`src/rtl/load_store_unit.sv`:
```
// Load/store unit between execute and a word-addressed data memory: extracts and extends
// loads, runs SB/SH as a read-modify-write and records the first faulting access.
module load_store_unit #(
  parameter int DEPTH_WORDS = 28
) (
  input  logic        clk,
  input  logic        reset,
  input  logic        req_valid,
  input  logic        req_we,
  input  logic [2:0]  req_funct3,
  input  logic [31:0] req_addr,
  input  logic [31:0] req_wdata,
  input  logic        fault_clear,
  output logic        stall,
  output logic [31:0] load_data,
  output logic        fault,
  output logic [1:0]  fault_cause,
  output logic        fault_sticky,
  output logic [31:0] fault_addr_q,
  output logic [31:0] mem_addr,
  output logic [31:0] mem_wdata,
  output logic        mem_read_en,
  output logic        mem_write_en,
  input  logic [31:0] mem_rdata,
  output logic        state_dbg_o
);

  typedef enum logic {IDLE = 1'b0, RMW_WR = 1'b1} state_t;

  localparam logic [29:0] DEPTH_IDX = 30'(DEPTH_WORDS);

  // Handshake: while stall=1 the core holds every req_* stable; a request completes in the
  // first cycle where req_valid=1 and stall=0 (for SB/SH that is the RMW_WR cycle).
  state_t      state_q;
  logic [31:0] addr_q;
  logic [31:0] merge_q;
  logic [31:0] merge_d;
  logic        fault_sticky_q;
  logic [31:0] fault_addr_qq;

  logic        active;
  logic        load_legal;
  logic        store_legal;
  logic        misaligned;
  logic        out_of_range;
  logic [1:0]  cause_raw;
  logic        do_load;
  logic        do_sw;
  logic        do_rmw;
  logic        in_wr;
  logic [7:0]  lane_b;
  logic [15:0] lane_h;
  logic [31:0] word_addr;

  always_comb begin
    word_addr    = {req_addr[31:2], 2'b00};
    active       = (state_q == IDLE) && req_valid && !reset;
    load_legal   = 1'b0;
    store_legal  = 1'b0;
    case (req_funct3)
      3'b000, 3'b001, 3'b010: begin load_legal = 1'b1; store_legal = 1'b1; end
      3'b100, 3'b101:         load_legal = 1'b1;
      default:                ;
    endcase
    misaligned   = ((req_funct3[1:0] == 2'b01) && req_addr[0]) ||
                   ((req_funct3[1:0] == 2'b10) && (req_addr[1:0] != 2'b00));
    out_of_range = req_addr[31:2] >= DEPTH_IDX;
    if (req_we ? !store_legal : !load_legal) cause_raw = 2'd3;
    else if (misaligned)                     cause_raw = 2'd1;
    else if (out_of_range)                   cause_raw = 2'd2;
    else                                     cause_raw = 2'd0;

    fault_cause  = active ? cause_raw : 2'd0;
    fault        = (fault_cause != 2'd0);
    do_load      = active && !fault && !req_we;
    do_sw        = active && !fault && req_we && (req_funct3[1:0] == 2'b10);
    do_rmw       = active && !fault && req_we && (req_funct3[1:0] != 2'b10);
    in_wr        = (state_q == RMW_WR) && !reset;

    mem_read_en  = do_load || do_rmw;
    mem_write_en = do_sw || in_wr;
    stall        = do_rmw;
    mem_addr     = (state_q == RMW_WR) ? addr_q : word_addr;
    mem_wdata    = in_wr ? merge_q : (do_sw ? req_wdata : 32'd0);

    lane_b = mem_rdata[{req_addr[1:0], 3'b000} +: 8];
    lane_h = mem_rdata[{req_addr[1], 4'b0000} +: 16];
    load_data = 32'd0;
    if (do_load) begin
      case (req_funct3)
        3'b000:  load_data = {{24{lane_b[7]}}, lane_b};
        3'b001:  load_data = {{16{lane_h[15]}}, lane_h};
        3'b100:  load_data = {24'd0, lane_b};
        3'b101:  load_data = {16'd0, lane_h};
        default: load_data = mem_rdata;
      endcase
    end

    merge_d = mem_rdata;
    if (req_funct3[1:0] == 2'b00) merge_d[{req_addr[1:0], 3'b000} +: 8] = req_wdata[7:0];
    else                          merge_d[{req_addr[1], 4'b0000} +: 16] = req_wdata[15:0];
  end

  always_ff @(posedge clk) begin
    if (reset) begin
      state_q        <= IDLE;
      addr_q         <= 32'd0;
      merge_q        <= 32'd0;
      fault_sticky_q <= 1'b0;
      fault_addr_qq  <= 32'd0;
    end else begin
      case (state_q)
        IDLE: if (do_rmw) begin
          addr_q  <= word_addr;
          merge_q <= merge_d;
          state_q <= RMW_WR;
        end
        default: state_q <= IDLE;
      endcase
      // A fresh fault wins over a simultaneous clear and re-arms with the new address.
      if (fault && (!fault_sticky_q || fault_clear)) begin
        fault_sticky_q <= 1'b1;
        fault_addr_qq  <= req_addr;
      end else if (fault_clear) begin
        fault_sticky_q <= 1'b0;
      end
    end
  end

  assign fault_sticky = fault_sticky_q;
  assign fault_addr_q = fault_addr_qq;
  assign state_dbg_o  = state_q;

endmodule

```
`config.mk`:
```
export PLATFORM = sky130hd
export DESIGN_NAME = load_store_unit
export DESIGN_NICKNAME = d
export VERILOG_FILES = /design/src/rtl/load_store_unit.sv
export SDC_FILE = /design/constraint.sdc
export NUM_CORES = 1
export LEC_CHECK = 0
export CAP_MARGIN = 40
export CELL_PAD_IN_SITES_DETAIL_PLACEMENT = 1
export CELL_PAD_IN_SITES_GLOBAL_PLACEMENT = 1
export CORE_MARGIN = 5
export CORE_UTILIZATION = 31
export CTS_BUF_LIST = sky130_fd_sc_hd__clkbuf_16
export DETAILED_ROUTE_END_ITERATION = 10
export PLACE_DENSITY_LB_ADDON = 0.12
export SLEW_MARGIN = 20
export SYNTH_ARGS = -nofsm -noshare
export SYNTH_HDL_FRONTEND = slang
export SYNTH_SLANG_ARGS = --single-unit
export TNS_END_PERCENT = 1
```
`constraint.sdc`:
```
create_clock -name clk -period 5.53 [get_ports clk]
set_clock_uncertainty 0.05 [all_clocks]
set_input_delay 1.106 -clock clk [delete_from_list [all_inputs] [get_ports clk]]
set_output_delay 1.106 -clock clk [all_outputs]
set_load 0.05 [all_outputs]
```
After elaboration in Yosys (flattened, before gate mapping). Index checks and enable logic that the tools add are counted. Widths: inputs -> output; s select.

Register bits: 96. Input bits: 104. Logic and storage cells: 70.

Muxes and demuxes: 18. $lt $le $gt $ge: 1. Add/subtract/negate cells: 2. Eq/ne operators: 7. Shift-type cells: 6. Bitwise logic cells: 1. Reductions and logical operators: 30.

Operator list (count): $mux 32 (5); $pmux 32 s4 (1); $bwmux 32 (2); $shift 16x7->32 const A (1); $shift 8x7->32 const A (1); $shiftx 16x7->32 (1); $shiftx 32x6->16 (1); $shiftx 32x6->8 (1); $shiftx 8x7->32 (1); $ge 30x5->1 const B (1); $neg 5->7 (2); $logic_and 1x1->1 (11); $mux 2 (4); $eq 3x3->1 const B (2); $logic_not 1->1 (6); $mux 1 (6); $reduce_bool 2->1 (3); $reduce_or 5->1 (1); $logic_or 1x1->1 (4); $eq 3x1->1 const B (1); $eq 3x2->1 const B (1); $logic_not 3->1 (1); $reduce_or 3->1 (1); $eq 2x1->1 const B (1); other kinds (6) (6).

Depth between registers and ports, before layout.
Depth in word-level cells: 14. Depth in mapped cells: 12.

Worst setup path before layout. No wires, ideal clock.

Path type: input port to output port. Start point: in req_addr[1]. End point: out load_data[10]. Stages on the path: 10. Setup slack: 0.088 ns. Data arrival time: 4.286 ns. Cell sequence: clkbuf_1 -> inv_1 -> clkbuf_1 -> ha_1 -> nand2b_1 -> nand4_1 -> or4_4 -> buf_6 -> clkbuf_1 -> a211oi_1.

Word-level cells in the longest chain between the ends: 11. Elaborated cells between the ends (all ways): 14. Classes of those cells: shift: 2; mux: 5; reduce/logical: 7.

Ends and longest elaborated chain: start: declaration (RTL line 11) `input logic [31:0] req_addr,`; parallel branches: the longest is 10 deep, another holds $shiftx 32x6->16; $mux 32 * (RTL line 89) `if (do_load) begin`; end: declaration (RTL line 15) `output logic [31:0] load_data,`.

Every way passes the cells marked *.

Worst setup path in the final report.
Start point: in req_addr[28]. End point: out load_data[20].

Word-level cells in the longest chain between the ends: 10.

Ends and longest elaborated chain: $ge 30x5->1 (RTL line 67) `out_of_range = req_addr[31:2] >= DEPTH_IDX;`; $mux 2 (RTL line 70) `else if (out_of_range) cause_raw = 2'd2;`; $mux 2 (RTL line 69) `else if (misaligned) cause_raw = 2'd1;`; $mux 2 (RTL line 68) `if (req_we ? !store_legal : !load_legal) cause_raw = 2'd3;`; $mux 2 (RTL line 73) `fault_cause = active ? cause_raw : 2'd0;`; $reduce_bool 2->1 (RTL line 74) `fault = (fault_cause != 2'd0);`; $logic_not 1->1 (RTL line 75) `do_load = active && !fault && !req_we;`; $logic_and 1x1->1 (2 in a row) (RTL line 75); $mux 32 (RTL line 89).

No other way between the ends.

==> impl_metrics.yaml <==
worst_setup_path:
  crit_fanout: 17
  r2r_end: "addr_q[14]"
  critPathLaunchType: "primary input"
  path_class: "in -> out"
  arrival_ns: 3.94
  r2r-start: "state_dbg_o"
  critical_path.max_stage_delay_ns: 0.69
  cp_slowest_cell: "or4_4"
  worst_setup_path_end_kind: "output port"
  rr_worst_depth: 7
  worstPathCellList: "clkdlybuf4s50_1 > nor3_1 > nand4_2 > or4_4 > nand2b_4 > a21oi_1 > buf_12"
  r2r_slack_ns: 2.76
  required_ns: 4.37
clock_tree:
  cts_tree: "built"
  cts.clk_slew.worst_paths_ns: 0.07
  clk_latency_ns: 0.35
  cts_buffers: 9
  hold_buffers: 0
  post_cts_resized: 0
  cts.sinks: 96
  cts.path.max_buffers: 2
  post_cts_buffers: 0
  h-tree-depth: 3
  cts-root-buf: "clkbuf_16"
global_routing:
  grt_max_degree: 90
  antenna_found_initial: 0
  grt_pass1_vias: 6278
  grtUsageTotal_pct: 22.88
  grt_pass1_wl_um: 36850
  grt_overflow: 0
die:
  die_area_sq_um: 20680
  die_w_um: 143.8
  initial_utilization_pct: 31.22
  core_area_sq_um: 17780
  die_h_um: 143.8
  top_level_ports: 240
  rows: 49
routing:
  drt_drc_violations_left: 0
  vias: 6047
  drtIter0Drc: 540
  first_pass_iters: 8
  avgViaCountPerCell: 5.563
  postRouteAntennaNets: 0
  wirelength_um: 24580
  wl_per_cell_um: 22.61
synthesis:
  synthFlopType: "dfxtp_1"
  synth_top_cell_area_share_pct: 34.62
  syn_area_sq_um: 5552
  yosysSeqAreaShare_pct: 34.62
  synth_top_area_cell: "dfxtp_1"
  synth.area.top_cells: "dfxtp_1 (35%), a22o_1 (7.6%), mux2_2 (6.5%)"
  synth-seq-cells: 96
  synth_enable_flop_cells: 0
  ys_types: 58
  synth_warnings: 0
  syn_avg_cell_area_sq_um: 8.567
  syn_inst: 648
  synthArstFlopShare_pct: 0
worst_hold_path:
  min-delay-start: "addr_q[30]"
  holdPathStages: 1
  worstHoldEndpoint: "addr_q[30]"
  hold_class: "reg -> reg"
finish:
  drive_gt1_share_pct: 21.24
  syn_to_final_growth_pct: 65.16
  final_nets: 961
power_and_ir_drop:
  leakage_nw: 3.344
  p_per_area_nw_per_um2: 205.8
  fin_total_pwr_mw: 1.887
  peakVddDrop_uv: 173.3
sta:
  finalSetupTns_ns: 0
  slew_headroom_pct: 45.53
  period_minus_slack_ns: 5.100
  worst_slack_ns: 0.4298
  worst_pin_slew_ns: 0.8171
  finalMaxSlewViolations: 0
  hold_viol: 0
  rsz0062_at_grt: "false"
  finalSetupViolations: 0
  finalCritPeriodShare_pct: 92.23
  max_freq_ghz: 0.1961
placement:
  gp_congestion: 0.8836
  port_buffers: 237
  dpl_worst_slack_ns: 0.4134
  dp_hpwl_um: 18940
status:
  status: "complete, no violations"
job:
  max_cap_violations: 0
per-stage QoR:
step           std cells  area, sq um  utilization (%)  hold WS (ns)
2_1_floorplan        649         5555                -        0.3739
3_3_place_gp        1065         8702            48.94        0.3877
3_5_place_dp        1067         8745            49.18        0.3895
4_1_cts             1083         9111            51.25        0.4122
5_1_grt             1086         9166            51.56        0.4244
6_report            1087         9169            51.57        0.4085
registers in the layout, summed over array words and instances, names as in the netlist:
signal and cells:
fault_addr_q 32, merge_q 32, addr_q 30, fault_sticky 1
state_dbg_o 1
where the power goes:
group / leakage [nW] / switching, mW / total, mW / internal, mW
sequential: 0.777 / 0.00547 / 0.708 / 0.702
combinational: 2.39 / 0.246 / 0.408 / 0.162
clock: 0.182 / 0.282 / 0.771 / 0.490
total: 3.34 / 0.533 / 1.89 / 1.35
worst max-delay path: cells and delay by family:
kind / cells / cell delay [ns]
AOI/OAI and AO/OA: 1 / 0.30
buffers and inverters: 2 / 0.64
and+or+nand+nor: 4 / 1.88
routing by layer:
layer / wire, um / up-vias / global-route usage [%]
li1: - / 2825 / -
met1: 10370 / 2965 / 29.84
met2: 11870 / 230 / 37.87
met3: 1943 / 27 / 6.256
met4: 394 / 0 / 5.005
met5: 0 / - / 0
cell families after synthesis:
kind of cell,count (synthesis),synth area share (%)
compound gates,223,27.61
simple gates,204,21.55
flops,96,34.62
buf+inv,70,5.476
mux,49,9.556
fa+ha+maj,5,1.127
other cells,1,0.06755
cell usage after synthesis, types with 2 or more instances:
| library cell | instances |
|---|---|
| dfxtp_1 | 96 |
| o21ai_0 | 54 |
| a21oi_1 | 50 |
| a22o_1 | 48 |
| nand2_1 | 47 |
| clkbuf_1 | 46 |
| nand3_1 | 39 |
| nor2_1 | 35 |
| mux2_2 | 32 |
| and2_1 | 26 |
| mux2i_1 | 17 |
| a222oi_1 | 16 |
| o31ai_1 | 16 |
| or3b_2 | 16 |
| a211oi_1 | 11 |
| a21oi_2 | 10 |
| nand2b_1 | 10 |
| buf_1 | 6 |
| buf_2 | 6 |
| inv_1 | 6 |
| ha_1 | 5 |
| o22ai_1 | 5 |
| nor4_4 | 4 |
| nor2b_1 | 3 |
| nor3_1 | 3 |
| a311oi_1 | 2 |
| a31oi_1 | 2 |
| and3_1 | 2 |
| and4_1 | 2 |
| buf_4 | 2 |
| buf_6 | 2 |
| nor4_2 | 2 |
| or2_2 | 2 |
placed cells by master, fill, tap and decap left out, types with 5 or more instances in the layout:
cell type        count
clkdlybuf4s50_1    166
dfxtp_1             95
buf_12              68
o21ai_0             54
a21oi_1             50
a22o_1              48
nand2_1             47
nand3_1             39
nor2_1              35
mux2_2              32
and2_1              26
mux2i_1             17
a222oi_1            16
or3b_2              16
o31ai_1             16
buf_4               16
a211oi_1            11
nand2b_1            10
a21oi_2             10
clkbuf_16            9
inv_1                7
o22ai_1              5
ha_1                 5
how the worst max path moves through the flow:
stage                  from  depth (start not counted)       endpoint
6_report       req_addr[28]                          7  load_data[20]
5_1_grt        req_addr[28]                          7  load_data[20]
4_1_cts        req_addr[28]                          7  load_data[20]
3_5_place_dp   req_addr[28]                          7  load_data[20]
3_3_place_gp   req_addr[28]                          7  load_data[31]
2_1_floorplan   req_addr[1]                         10  load_data[10]
cell type report:
cell class              instances  area (sq um)
flip-flops and latches         96          1923
clock inverters                 7         141.4
well taps                     229         286.5
fillers                      1986          8611
multi-input cells             483          3338
repair buffers                255          3226
inverters                       7         26.28
clock buffers                   9         225.2
diodes                          1         2.502
No activity file was read; power rests on OpenSTA's default activity.
==> patch: new RTL, config.mk and constraints unchanged <==
Make the reset (`reset`) asynchronous in one clocked block.
--- a/src/rtl/load_store_unit.sv
+++ b/src/rtl/load_store_unit.sv
@@ -101,7 +101,7 @@
     else                          merge_d[{req_addr[1], 4'b0000} +: 16] = req_wdata[15:0];
   end
 
-  always_ff @(posedge clk) begin
+  always_ff @(posedge clk or posedge reset) begin
     if (reset) begin
       state_q        <= IDLE;
       addr_q         <= 32'd0;
Function: differs if reset is asserted again (counterexample within 4 cycles, from zero or initial values and one cycle with reset high); with reset held inactive, the same outputs for 10 cycles.
==> patch against the original RTL <==
- total power up 11%
- wire length grew 7.7%
- critical path depth up 1
- clock power is 12% lower
- setup slack lost 0.11 ns
- design area grew 7.8%
- sequential power grew 9.0%
- synthesized area up 12%
- sequential cell count unchanged
- via count grew 7.8%
==> patch: results <==
group,metric,value,unit
status,status,"finished, final reports clean",
pwr,ir_worst_vdd,0.129,mV
critical_path,cp_max_fo,27,
critical_path,worstSetupEndpoint,"load_data[29]",
critical_path,r2r_cells,7,
critical_path,crit_slowest_cell,"nor4_1",
critical_path,crit_path_start,"req_addr[14]",
clocking,post_cts_buffers,0,
critical_path,cp_data_arrival_time,4.05,ns
global_routing,grt_pass1_wl,41600,um
global_routing,grt_util_met2,36.9,%
clocking,clk_latency,0.34,ns
clocking,clk_pin_slew_worst_paths,0.07,ns
finish,drive_above_1_share,19.2,%
detailed_routing,wl_met1,11500,um
clocking,cts_max_path_buffers,2,
global_routing,grt_max_degree,55,
detailed_routing,top_layer,"met5",
finish,layout.nets,970,
place,io_buffers,237,
detailed_routing,drt_iter0_drc,527,
place,preCtsSetupSlack,0.339,ns
critical_path,rr_startpoint,"state_dbg_o",
critical_path,worstReg2RegEnd,"merge_q[23]",
pwr,p_leak,4.12,nW
yosys,synthTopCellsByCount,"dfrtp_1, nand3_1, o21ai_0",
clocking,numCtsBuffers,9,
detailed_routing,dr_wl_met3,1420,um
detailed_routing,dr.pass1.iters,7,
sta,max_slew.worst_pin.slew,0.760,ns
sta,fmax,192,MHz
yosys,synthArstFlopShare,100,%
yosys,yosysSeqAreaShare,38.5,%
global_routing,grtUsageTotal,22.2,%
global_routing,grt_pass1_vias,6870,
detailed_routing,totalWireLength,26500,um
min_path,min_path_type,"register to register",
global_routing,antenna_found_initial,4,
global_routing,gr-usage-met3,4.40,%
critical_path,regToRegSetupSlack,2.49,ns
place,dpl.hpwl,20300,um
clocking,root_buffer,"clkbuf_16",
yosys,ys_warn_count,0,
global_routing,gr-usage-met1,29.5,%
detailed_routing,wl_met2,13000,um
clocking,cts_resized,0,
yosys,ys_types,51,
yosys,synth_ff_type,"dfrtp_1",
clocking,htreeDepth,3,
place,place.gp.congestion,0.903,
detailed_routing,vias_per_cell,5.75,
finish,area_delta_synth_final,58.6,%
critical_path,critPathMaxStageDelay,0.54,ns
yosys,synth_area_leaders,"dfrtp_1, mux2_2, a22o_1",
## patch: where the power goes
| group | leakage, nW | switching (W) | internal, W |
|---|---|---|---|
| sequential | 1.20 | 0.0000318 | 0.000740 |
| clock | 0.156 | 0.000283 | 0.000394 |
| combinational | 2.76 | 0.000399 | 0.000239 |
## patch: cell families (layout without fill, tap and decap cells)
family          after synthesis  after routing  synth area share [%]
other cells                   1              5                0.0601
mux                          77             77                  13.7
fa+ha+maj                     5              5                  1.00
compound gates              194            194                  22.5
flops                        96             96                  38.5
simple gates                179            179                  16.8
buf+inv                      99            313                  7.40
## patch: layout make-up
cell class | instances | area [um^2]
clock buffer | 9 | 225
tap | 265 | 332
antenna | 3 | 7.51
multi-input combinational | 457 | 3390
inverter | 28 | 108
fill | 2186 | 9770
sequential | 96 | 2400
timing repair buffer | 269 | 3340
clock inverter | 7 | 87.6
## patch: how the worst min path moves through the flow
stage               cells past startpoint          to       start  slack [ns]
global route                            1  merge_q[5]  merge_q[5]        0.47
floorplan                               1   addr_q[2]   addr_q[2]        0.40
CTS                                     1  addr_q[17]  addr_q[17]        0.45
detailed placement                      1  addr_q[30]  addr_q[30]        0.43
global placement                        1   addr_q[3]   addr_q[3]        0.42
finish                                  1  addr_q[29]  addr_q[29]        0.45
## patch: through the flow
stage / hold slack [ns] / area, um^2 / power, W / utilization (%) / instances
after floorplan: 0.402 / 6240 / 0.00114 / - / 652
after detailed placement: 0.433 / 9560 / 0.00142 / 48.6 / 1113
after CTS: 0.451 / 9870 / 0.00210 / 50.2 / 1129
after global placement: 0.415 / 9510 / 0.00140 / 48.4 / 1110
after global routing: 0.468 / 9890 / 0.00216 / 50.3 / 1134
final: 0.449 / 9890 / 0.00209 / 50.3 / 1134
